==> config.mk <==
export PLATFORM = sky130hd
export DESIGN_NAME = hcode_fifo128_rr_arbiter_flat
export DESIGN_NICKNAME = d
export VERILOG_FILES = /design/src/rtl/hcode_fifo128_rr_arbiter_if.sv /design/src/rtl/hcode_fifo128_rr_arbiter.sv /design/src/flat_wrapper.sv
export SDC_FILE = /design/constraint.sdc
export NUM_CORES = 1
export LEC_CHECK = 0
export BUFFER_PORTS_ARGS = -buffer_cell sky130_fd_sc_hd__buf_4
export CAP_MARGIN = 10
export CORE_AREA = 2 2 271 273
export CTS_CLUSTER_SIZE = 12
export DETAILED_ROUTE_END_ITERATION = 7
export DIE_AREA = 0 0 273 275
export PLACE_DENSITY = 0.38
export SYNTH_ARGS = -nofsm -noshare
export SYNTH_HDL_FRONTEND = slang
export SYNTH_SLANG_ARGS = --single-unit
export TNS_END_PERCENT = 1
==> constraint.sdc <==
create_clock -name ap_clk -period 2.61 [get_ports ap_clk]
set_input_delay 0.261 -clock ap_clk [delete_from_list [all_inputs] [get_ports ap_clk]]
set_output_delay 0.261 -clock ap_clk [all_outputs]
set_load 0.005 [all_outputs]
==> src/rtl/hcode_fifo128_rr_arbiter_if.sv <==
// ap_fifo bundle between NCH source channels and the single host-bound sink.
// The arbiter takes the slave view; the environment (sources and sink) takes master.
interface hcode_fifo128_rr_arbiter_if #(
  parameter int NCH = 4,
  parameter int DW  = 128
);
  logic [NCH*DW-1:0] ch_dout;
  logic [NCH-1:0]    ch_empty_n;
  logic [NCH-1:0]    ch_read;
  logic [DW-1:0]     out_r_din;
  logic              out_r_full;
  logic              out_r_write;

  modport master (
    output ch_dout, ch_empty_n, out_r_full,
    input  ch_read, out_r_din, out_r_write
  );

  modport slave (
    input  ch_dout, ch_empty_n, out_r_full,
    output ch_read, out_r_din, out_r_write
  );
endinterface

==> src/rtl/hcode_fifo128_rr_arbiter.sv <==
// Round-robin merge of NCH ap_fifo sources onto one sink with a zero-latency datapath.
// A grant is released after MAX_BURST beats or IDLE_TIMEOUT consecutive empty cycles.
module hcode_fifo128_rr_arbiter #(
  parameter int NCH          = 4,
  parameter int DW           = 128,
  parameter int MAX_BURST    = 16,
  parameter int IDLE_TIMEOUT = 8,
  localparam int CW          = (NCH > 1) ? $clog2(NCH) : 1
) (
  input  logic                  ap_clk,
  input  logic                  ap_rst,
  hcode_fifo128_rr_arbiter_if.slave bus,
  output logic                  grant_valid,
  output logic [CW-1:0]         grant_ch,
  output logic [31:0]           xfer_cnt
);

  localparam int BW = $clog2(MAX_BURST + 1);
  localparam int IW = $clog2(IDLE_TIMEOUT + 1);

  typedef enum logic {IDLE = 1'b0, GRANT = 1'b1} state_t;

  state_t          state_q, state_d;
  logic [CW-1:0]   g_q, g_d;
  logic [CW-1:0]   rr_q, rr_d;
  logic [CW-1:0]   pick;
  logic            found;
  logic            rel;
  logic [BW-1:0]   burst_q, burst_d;
  logic [IW-1:0]   idle_q, idle_d;
  logic [31:0]     xfer_cnt_q;
  logic            req_g;
  logic            xfer;

  assign req_g = bus.ch_empty_n[g_q];
  assign xfer  = (state_q == GRANT) && req_g && !bus.out_r_full;

  // Strobes are decoded from the registered state so reset kills them immediately.
  always_comb begin
    bus.ch_read = '0;
    if (xfer) bus.ch_read[g_q] = 1'b1;
  end

  assign bus.out_r_write = xfer;
  assign bus.out_r_din   = (state_q == GRANT) ? bus.ch_dout[int'(g_q)*DW +: DW] : '0;

  always_comb begin
    found = 1'b0;
    pick  = '0;
    for (int k = 1; k <= NCH; k++) begin
      if (!found && bus.ch_empty_n[(int'(rr_q) + k) % NCH]) begin
        found = 1'b1;
        pick  = CW'((int'(rr_q) + k) % NCH);
      end
    end
  end

  always_comb begin
    state_d = state_q;
    g_d     = g_q;
    rr_d    = rr_q;
    burst_d = burst_q;
    idle_d  = idle_q;
    rel     = 1'b0;
    unique case (state_q)
      IDLE: begin
        if (found) begin
          state_d = GRANT;
          g_d     = pick;
          burst_d = '0;
          idle_d  = '0;
        end
      end
      GRANT: begin
        if (xfer) begin
          burst_d = burst_q + 1'b1;
          idle_d  = '0;
          rel     = (burst_q == BW'(MAX_BURST - 1));
        end else if (!req_g) begin
          idle_d  = idle_q + 1'b1;
          rel     = (idle_q == IW'(IDLE_TIMEOUT - 1));
        end else begin
          // sink stall with data pending: hold the grant and the beat count
          idle_d  = '0;
        end
      end
      default: state_d = IDLE;
    endcase
    if (rel) begin
      state_d = IDLE;
      rr_d    = g_q;
    end
  end

  always_ff @(posedge ap_clk or posedge ap_rst) begin
    if (ap_rst) begin
      state_q    <= IDLE;
      g_q        <= '0;
      rr_q       <= CW'(NCH - 1);
      burst_q    <= '0;
      idle_q     <= '0;
      xfer_cnt_q <= '0;
    end else begin
      state_q    <= state_d;
      g_q        <= g_d;
      rr_q       <= rr_d;
      burst_q    <= burst_d;
      idle_q     <= idle_d;
      xfer_cnt_q <= xfer_cnt_q + {31'd0, xfer};
    end
  end

  assign grant_valid = (state_q == GRANT);
  assign grant_ch    = g_q;
  assign xfer_cnt    = xfer_cnt_q;

endmodule

==> src/flat_wrapper.sv <==
// flat-port wrapper written by rule: the top's interface ports become plain ports
module hcode_fifo128_rr_arbiter_flat 
#(
  parameter int NCH          = 4,
  parameter int DW           = 128,
  parameter int MAX_BURST    = 16,
  parameter int IDLE_TIMEOUT = 8,
  localparam int CW          = (NCH > 1) ? $clog2(NCH) : 1
)
  (ap_clk, ap_rst, grant_valid, grant_ch, xfer_cnt, bus_ch_dout, bus_ch_empty_n, bus_out_r_full, bus_ch_read, bus_out_r_din, bus_out_r_write);
  hcode_fifo128_rr_arbiter_if #(.NCH(NCH), .DW(DW)) bus_i ();
  input  logic ap_clk;
  input  logic ap_rst;
  output logic grant_valid;
  output logic [CW-1:0] grant_ch;
  output logic [31:0] xfer_cnt;
  input wire logic [$bits(bus_i.ch_dout)-1:0] bus_ch_dout;
  input wire logic [$bits(bus_i.ch_empty_n)-1:0] bus_ch_empty_n;
  input wire logic [$bits(bus_i.out_r_full)-1:0] bus_out_r_full;
  output wire logic [$bits(bus_i.ch_read)-1:0] bus_ch_read;
  output wire logic [$bits(bus_i.out_r_din)-1:0] bus_out_r_din;
  output wire logic [$bits(bus_i.out_r_write)-1:0] bus_out_r_write;
  assign bus_i.ch_dout = bus_ch_dout;
  assign bus_i.ch_empty_n = bus_ch_empty_n;
  assign bus_i.out_r_full = bus_out_r_full;
  assign bus_ch_read = bus_i.ch_read;
  assign bus_out_r_din = bus_i.out_r_din;
  assign bus_out_r_write = bus_i.out_r_write;
  hcode_fifo128_rr_arbiter #(.NCH(NCH), .DW(DW), .MAX_BURST(MAX_BURST), .IDLE_TIMEOUT(IDLE_TIMEOUT)) u_core (.ap_clk(ap_clk), .ap_rst(ap_rst), .bus(bus_i), .grant_valid(grant_valid), .grant_ch(grant_ch), .xfer_cnt(xfer_cnt));
endmodule
After elaboration in Yosys (flattened, before gate mapping). Index checks and enable logic that the tools add are counted.

Flip-flop bits (word level): 46. Bits of input ports: 519.

Add/subtract/negate cells: 7. Magnitude comparators: 6. Eq/ne operators: 4. Shift-type cells: 1. Multiplexer cells: 39. Bitwise gates (word level): 5. Reductions and logical operators: 16.

Operator list (number): $shiftx 512x10->128 (1); $mux 128 (1); $add 32x1->32 (1); $mux 1 (20); $lt 3x4->1 const B (4); $mux 4 (4); $bmux 1 s2 (5); $mux 5 (2); $pmux 5 s2 (1); $mux 2 (4); $pmux 4 s2 (1); $reduce_or 2->1 (4); $logic_and 1x1->1 (6); $add 5x1->5 const B (1); $eq 5x4->1 const B (1); $add 2x1->2 const B (2); $add 2x2->2 const B (2); $add 4x1->4 const B (1); $and 1x1->1 const A (4); $eq 4x3->1 const B (1); $logic_not 1->1 (4); $reduce_and 2->1 (2); $lt 2x3->1 const B (1); $demux 1 s2 (1); 4 further kinds (4).

Logic depth before layout (Yosys ltp).
Depth after elaboration: 19. Mapped depth: 11. Depth with buffers taken out: 8.

Worst setup path after synthesis. Ideal clock, no wire load.

Path type: register -> register. From: register u_core.g_q[1], in the netlist u_core.grant_ch[1]. To: register u_core.xfer_cnt_q[29], in the netlist u_core.xfer_cnt[29]. Setup time: 0.079 ns. Data arrival time: 2.469 ns. Data required time: 2.531 ns. Slack: 0.062 ns. Cell stages (with the launch flop): 12. Path buffers: 3. Clock period less this slack: 2.548 ns. Cells stage by stage: dfrtp_1 > buf_2 > nor3b_1 > a22oi_1 > buf_4 > buf_4 > inv_1 > ha_1 > nand3_1 > or4_4 > nor4_2 > xor2_1.

Cells in the longest elaborated chain, start to end: 5.

Ends and longest elaborated chain: start, declared (line hcode_fifo128_rr_arbiter.sv:24) `logic [CW-1:0] g_q, g_d;`; start signal, assigned (line hcode_fifo128_rr_arbiter.sv:105) `g_q <= g_d;`; $bmux 1 s2 (line hcode_fifo128_rr_arbiter.sv:35) `assign req_g = bus.ch_empty_n[g_q];`; $mux 1 (not written as such) (line hcode_fifo128_rr_arbiter.sv:35); $logic_and 1x1->1 (2 in a row) (line hcode_fifo128_rr_arbiter.sv:36) `assign xfer = (state_q == GRANT) && req_g && !bus.out_r_full;`; net bus_out_r_write (line flat_wrapper.sv:22) `output wire logic [$bits(bus_i.out_r_write)-1:0] bus_out_r_write;`; $add 32x1->32 (line hcode_fifo128_rr_arbiter.sv:109) `xfer_cnt_q <= xfer_cnt_q + {31'd0, xfer};`; end signal, assigned (line hcode_fifo128_rr_arbiter.sv:109); end, declared (line hcode_fifo128_rr_arbiter.sv:31) `logic [31:0] xfer_cnt_q;`.

The timed path passes the listed nets, and every way through them passes these cells. The select of a mux whose other input is x is not followed. A chain may end at the register's enable or synchronous reset.

Worst setup path after layout.
From: register u_core.g_q[0], in the netlist u_core.grant_ch[0]. To: output port bus_out_r_din[68].

Cells in the longest elaborated chain, start to end: 2.

Ends and longest elaborated chain: $shiftx 512x10->128 (line hcode_fifo128_rr_arbiter.sv:45) `assign bus.out_r_din = (state_q == GRANT) ? bus.ch_dout[int'(g_q)*DW +: DW] : '0;`; $mux 128 (line hcode_fifo128_rr_arbiter.sv:45); end, declared (line flat_wrapper.sv:21) `output wire logic [$bits(bus_i.out_r_din)-1:0] bus_out_r_din;`.

Every way passes these cells.

==> summary.md <==
| Metric | Value |
|---|---|
| Hold Path Class | `in2async` |
| Distinct cell type count after synthesis | `45` |
| Antenna violations before repair | `32` |
| RSZ-0062 raised after global routing | `true` |
| Total core area | `72300 µm²` |
| Reg2reg path depth | `9` |
| Comb pwr share | `77.0%` |
| Post-synth top area cell | `mux4_2` |
| CTS tree | `done` |
| Startpoint types | `flop` |
| Main synth FF type | `dfrtp_1` |
| GRT Residual Overflow | `0` |
| Final setup vio count | `0` |
| Total GRT Usage | `15.0%` |
| Total net switching power | `3.09 mW` |
| Drt first-iter violations | `506` |
| Net Sw Frac | `41.5%` |
| Final Max Slew Viols | `0` |
| Pwr Density | `580 nW/µm²` |
| HPWL after DPL | `53200 µm` |
| Required time worst endpoint | `2.35 ns` |
| Routed WL | `59700 µm` |
| Routed Antenna Nets | `0` |
| Maximum VDD drop | `0.376 mV` |
| Layout area overhead | `106%` |
| Run status | `completed` |
| Final Cycle Share | `97.8%` |
| FP Rows | `99` |
| Clock power frac | `9.7%` |
| Final net count | `1715` |
| Post-synthesis sequential element count | `46` |
| Starting Density | `8.62%` |
| Largest net degree at the start of global routing | `85` |
| Max Cap Viol | `0` |
| Post-CTS Setup Bufs | `0` |
| CP max FO | `40` |
| DRT Pass-1 Iters | `5` |
| Reg-to-Reg Start | `u_core.grant_ch[0]` |
| Critical path type | `reg2out` |
| Routability cong. | `0.923` |
| Relative slew margins | `37.2%` |
| Worst path slowest cell | `mux4_2` |
| DR vias | `7885` |
| Chip width | `273 µm` |
| Largest cells by area after synthesis | `mux4_2, dfrtp_1, and2_1, xor2_1, clkbuf_1` |
| Setup TNS | `0 ns` |
| Die area | `75100 µm²` |
| Number of I/O pins | `687` |
| Asr flop ratio synth | `100%` |
| Synthesized area | `6230 µm²` |
| Setup slack, reg-to-reg | `0.32 ns` |
| Clk_lat worst skew | `0.28 ns` |
| Post-synthesis sequential area ratio | `18.5%` |
| First-pass GRT wire length | `76100 µm` |
| Setup Skew | `0.00308 ns` |
| CP Buf/Inv Count | `3` |
| Htree depth | `2` |
| Leak Pwr | `5.82 nW` |
| Top-area cell type share of the netlist area | `46.6%` |
| DRC violations left | `0` |
| Cell count after synthesis | `527` |
| Tmin final | `2.55 ns` |
| Die H | `275 µm` |
| Vias per Instance | `3.64` |
| FMAX | `392 MHz` |
| Worst setup EP type | `primary output` |
| Clock tree buffer depth | `2` |
| Worst slack at placement | `0.263 ns` |
| Hold Slack | `0.0769 ns` |
| Mapped Nets | `1051` |
| Worst path max stage delay | `0.59 ns` |
| Vias in the first global route | `8399` |
| Root buffer selected by CTS | `clkbuf_16` |
| Mean area per synthesized cell | `11.8 µm²` |
| Final worst slack | `0.0579 ns` |
| Worst-margin pin slew | `0.936 ns` |
| Flop pwr share | `13.3%` |
| Crit path cell chain | `buf_12 -> buf_6 -> mux4_2 -> and2_1 -> buf_4` |
| Layout cells sized above 1 | `72.2%` |
| Clk slew on worst S/H paths | `0.06 ns` |
| Warnings, synthesis | `0` |
| Drt wl/cell | `27.5 µm` |
| CTS sink cnt | `46` |
| Hold Vio Cnt, Final | `0` |
| Cell Int Power | `4.35 mW` |
| Worst EP arrival | `2.29 ns` |
| Post-synth EDFFs | `0` |
| CTS buffer count | `5` |
| CP top delay family | `buffers and inverters` |
| R2R Path End | `u_core.xfer_cnt[20]` |
| PortBufs | `686` |
repair_timing:
item / CTS / global route
hold buffers: 0 / 0
endpoints found under the setup margin: 10 / 22
cloned: 0 / 0
resized for setup: 1 / 1
cell families (layout without fill, tap and decap cells):
kind of cell               Yosys count  after routing  share of synthesized area (%)
adders and majority gates            5              5                           1.00
DFF                                 46             46                           18.5
other                                0             17                              0
muxes                              136            136                           47.8
buffers and inverters               60            725                           4.36
and+or+nand+nor                    229            229                           22.0
AOI/OAI and AO/OA                   22             22                           2.27
xor gates and xnor gates            29             29                           4.08
power by group through the flow:
| stage | clock network, mW | logic [mW] | registers, mW |
|---|---|---|---|
| floorplan | 0 | 2.45 | 0.952 |
| global placement | 0 | 5.89 | 0.996 |
| detailed placement | 0 | 5.83 | 1.00 |
| CTS | 0.748 | 5.89 | 0.988 |
| global route | 0.780 | 6.11 | 1.02 |
| finish | 0.719 | 5.73 | 0.989 |
routing by layer:
metal  GRT usage [%]  vias up  routed length [µm]
li1                -     3395                   -
met5               0        -                  55
met1            16.8     3929               21700
met4            6.96        8                2150
met2            26.4      496               30700
met3            3.98       57                5100
registers in the layout (all words and copies together) (netlist names):
register            flops
u_core.burst_q          5
u_core.grant_ch         2
u_core.grant_valid      1
u_core.idle_q           4
u_core.rr_q             2
u_core.xfer_cnt        32
how the worst max path moves through the flow:
stage | start | to | depth (start not counted)
after floorplan | u_core.grant_ch[1] | u_core.xfer_cnt[29] | 11
after global placement | u_core.grant_ch[0] | bus_out_r_din[43] | 5
after detailed placement | u_core.grant_ch[0] | bus_out_r_din[43] | 5
after CTS | u_core.grant_ch[0] | bus_out_r_din[64] | 5
after global routing | u_core.grant_ch[0] | bus_out_r_din[45] | 5
final | u_core.grant_ch[0] | bus_out_r_din[68] | 5
cells in the mapped netlist, drive strengths merged (3+ instances only):
library cell	n
and2	130
mux4	129
dfrtp	44
buf	27
clkbuf	24
xor2	23
nand2	20
nand3	15
nor3	14
nor2	12
inv	9
nor4	8
o21ai	7
and3	6
xnor2	6
ha	5
nand4	5
and4	4
mux2	4
a21o	3
a21oi	3
mux2i	3
nand2b	3
nor3b	3
worst reg2reg max path, cell delays in order, from the launching register on:
cell,delay [ns]
dfrtp_4,0.46
mux2_2,0.38
a22oi_1,0.33
nor2b_1,0.09
ha_1,0.20
and2_1,0.20
nand4_1,0.13
buf_4,0.17
nor3_1,0.06
xor2_1,0.15
area by class of cell:
type	count	area (µm²)
fill	8127	59500
timing repair buffer	708	5400
multi-input combinational	421	4810
tap	959	1200
sequential	46	1160
clock buffer	5	125
antenna	17	42.5
clock inverter	3	40.0
inverter	9	33.8
per-stage QoR:
stage	cells	cell area, µm²	util, %	power (mW)
detailed placement	2143	12600	17.4	6.83
finish	2168	12800	17.7	7.44
CTS	2151	12800	17.6	7.62
global route	2163	12800	17.7	7.90
global placement	2143	12600	17.4	6.88
floorplan	527	6230	-	3.40
layout by cell type, fill, tap and decap left out, types with 4 or more instances in the layout:
master	n
inv_1	8
diode_2	17
ha_1	5
dfrtp_1	41
clkbuf_16	5
mux4_2	129
xnor2_1	6
buf_12	5
nand2_1	20
nor2_1	12
and3_1	6
nor3_1	14
nand4_1	4
and2_1	130
buf_4	701
o21ai_0	6
xor2_1	23
mux2_2	4
nand3_1	15
nor4_1	5
No activity file was read; power rests on OpenSTA's default activity.
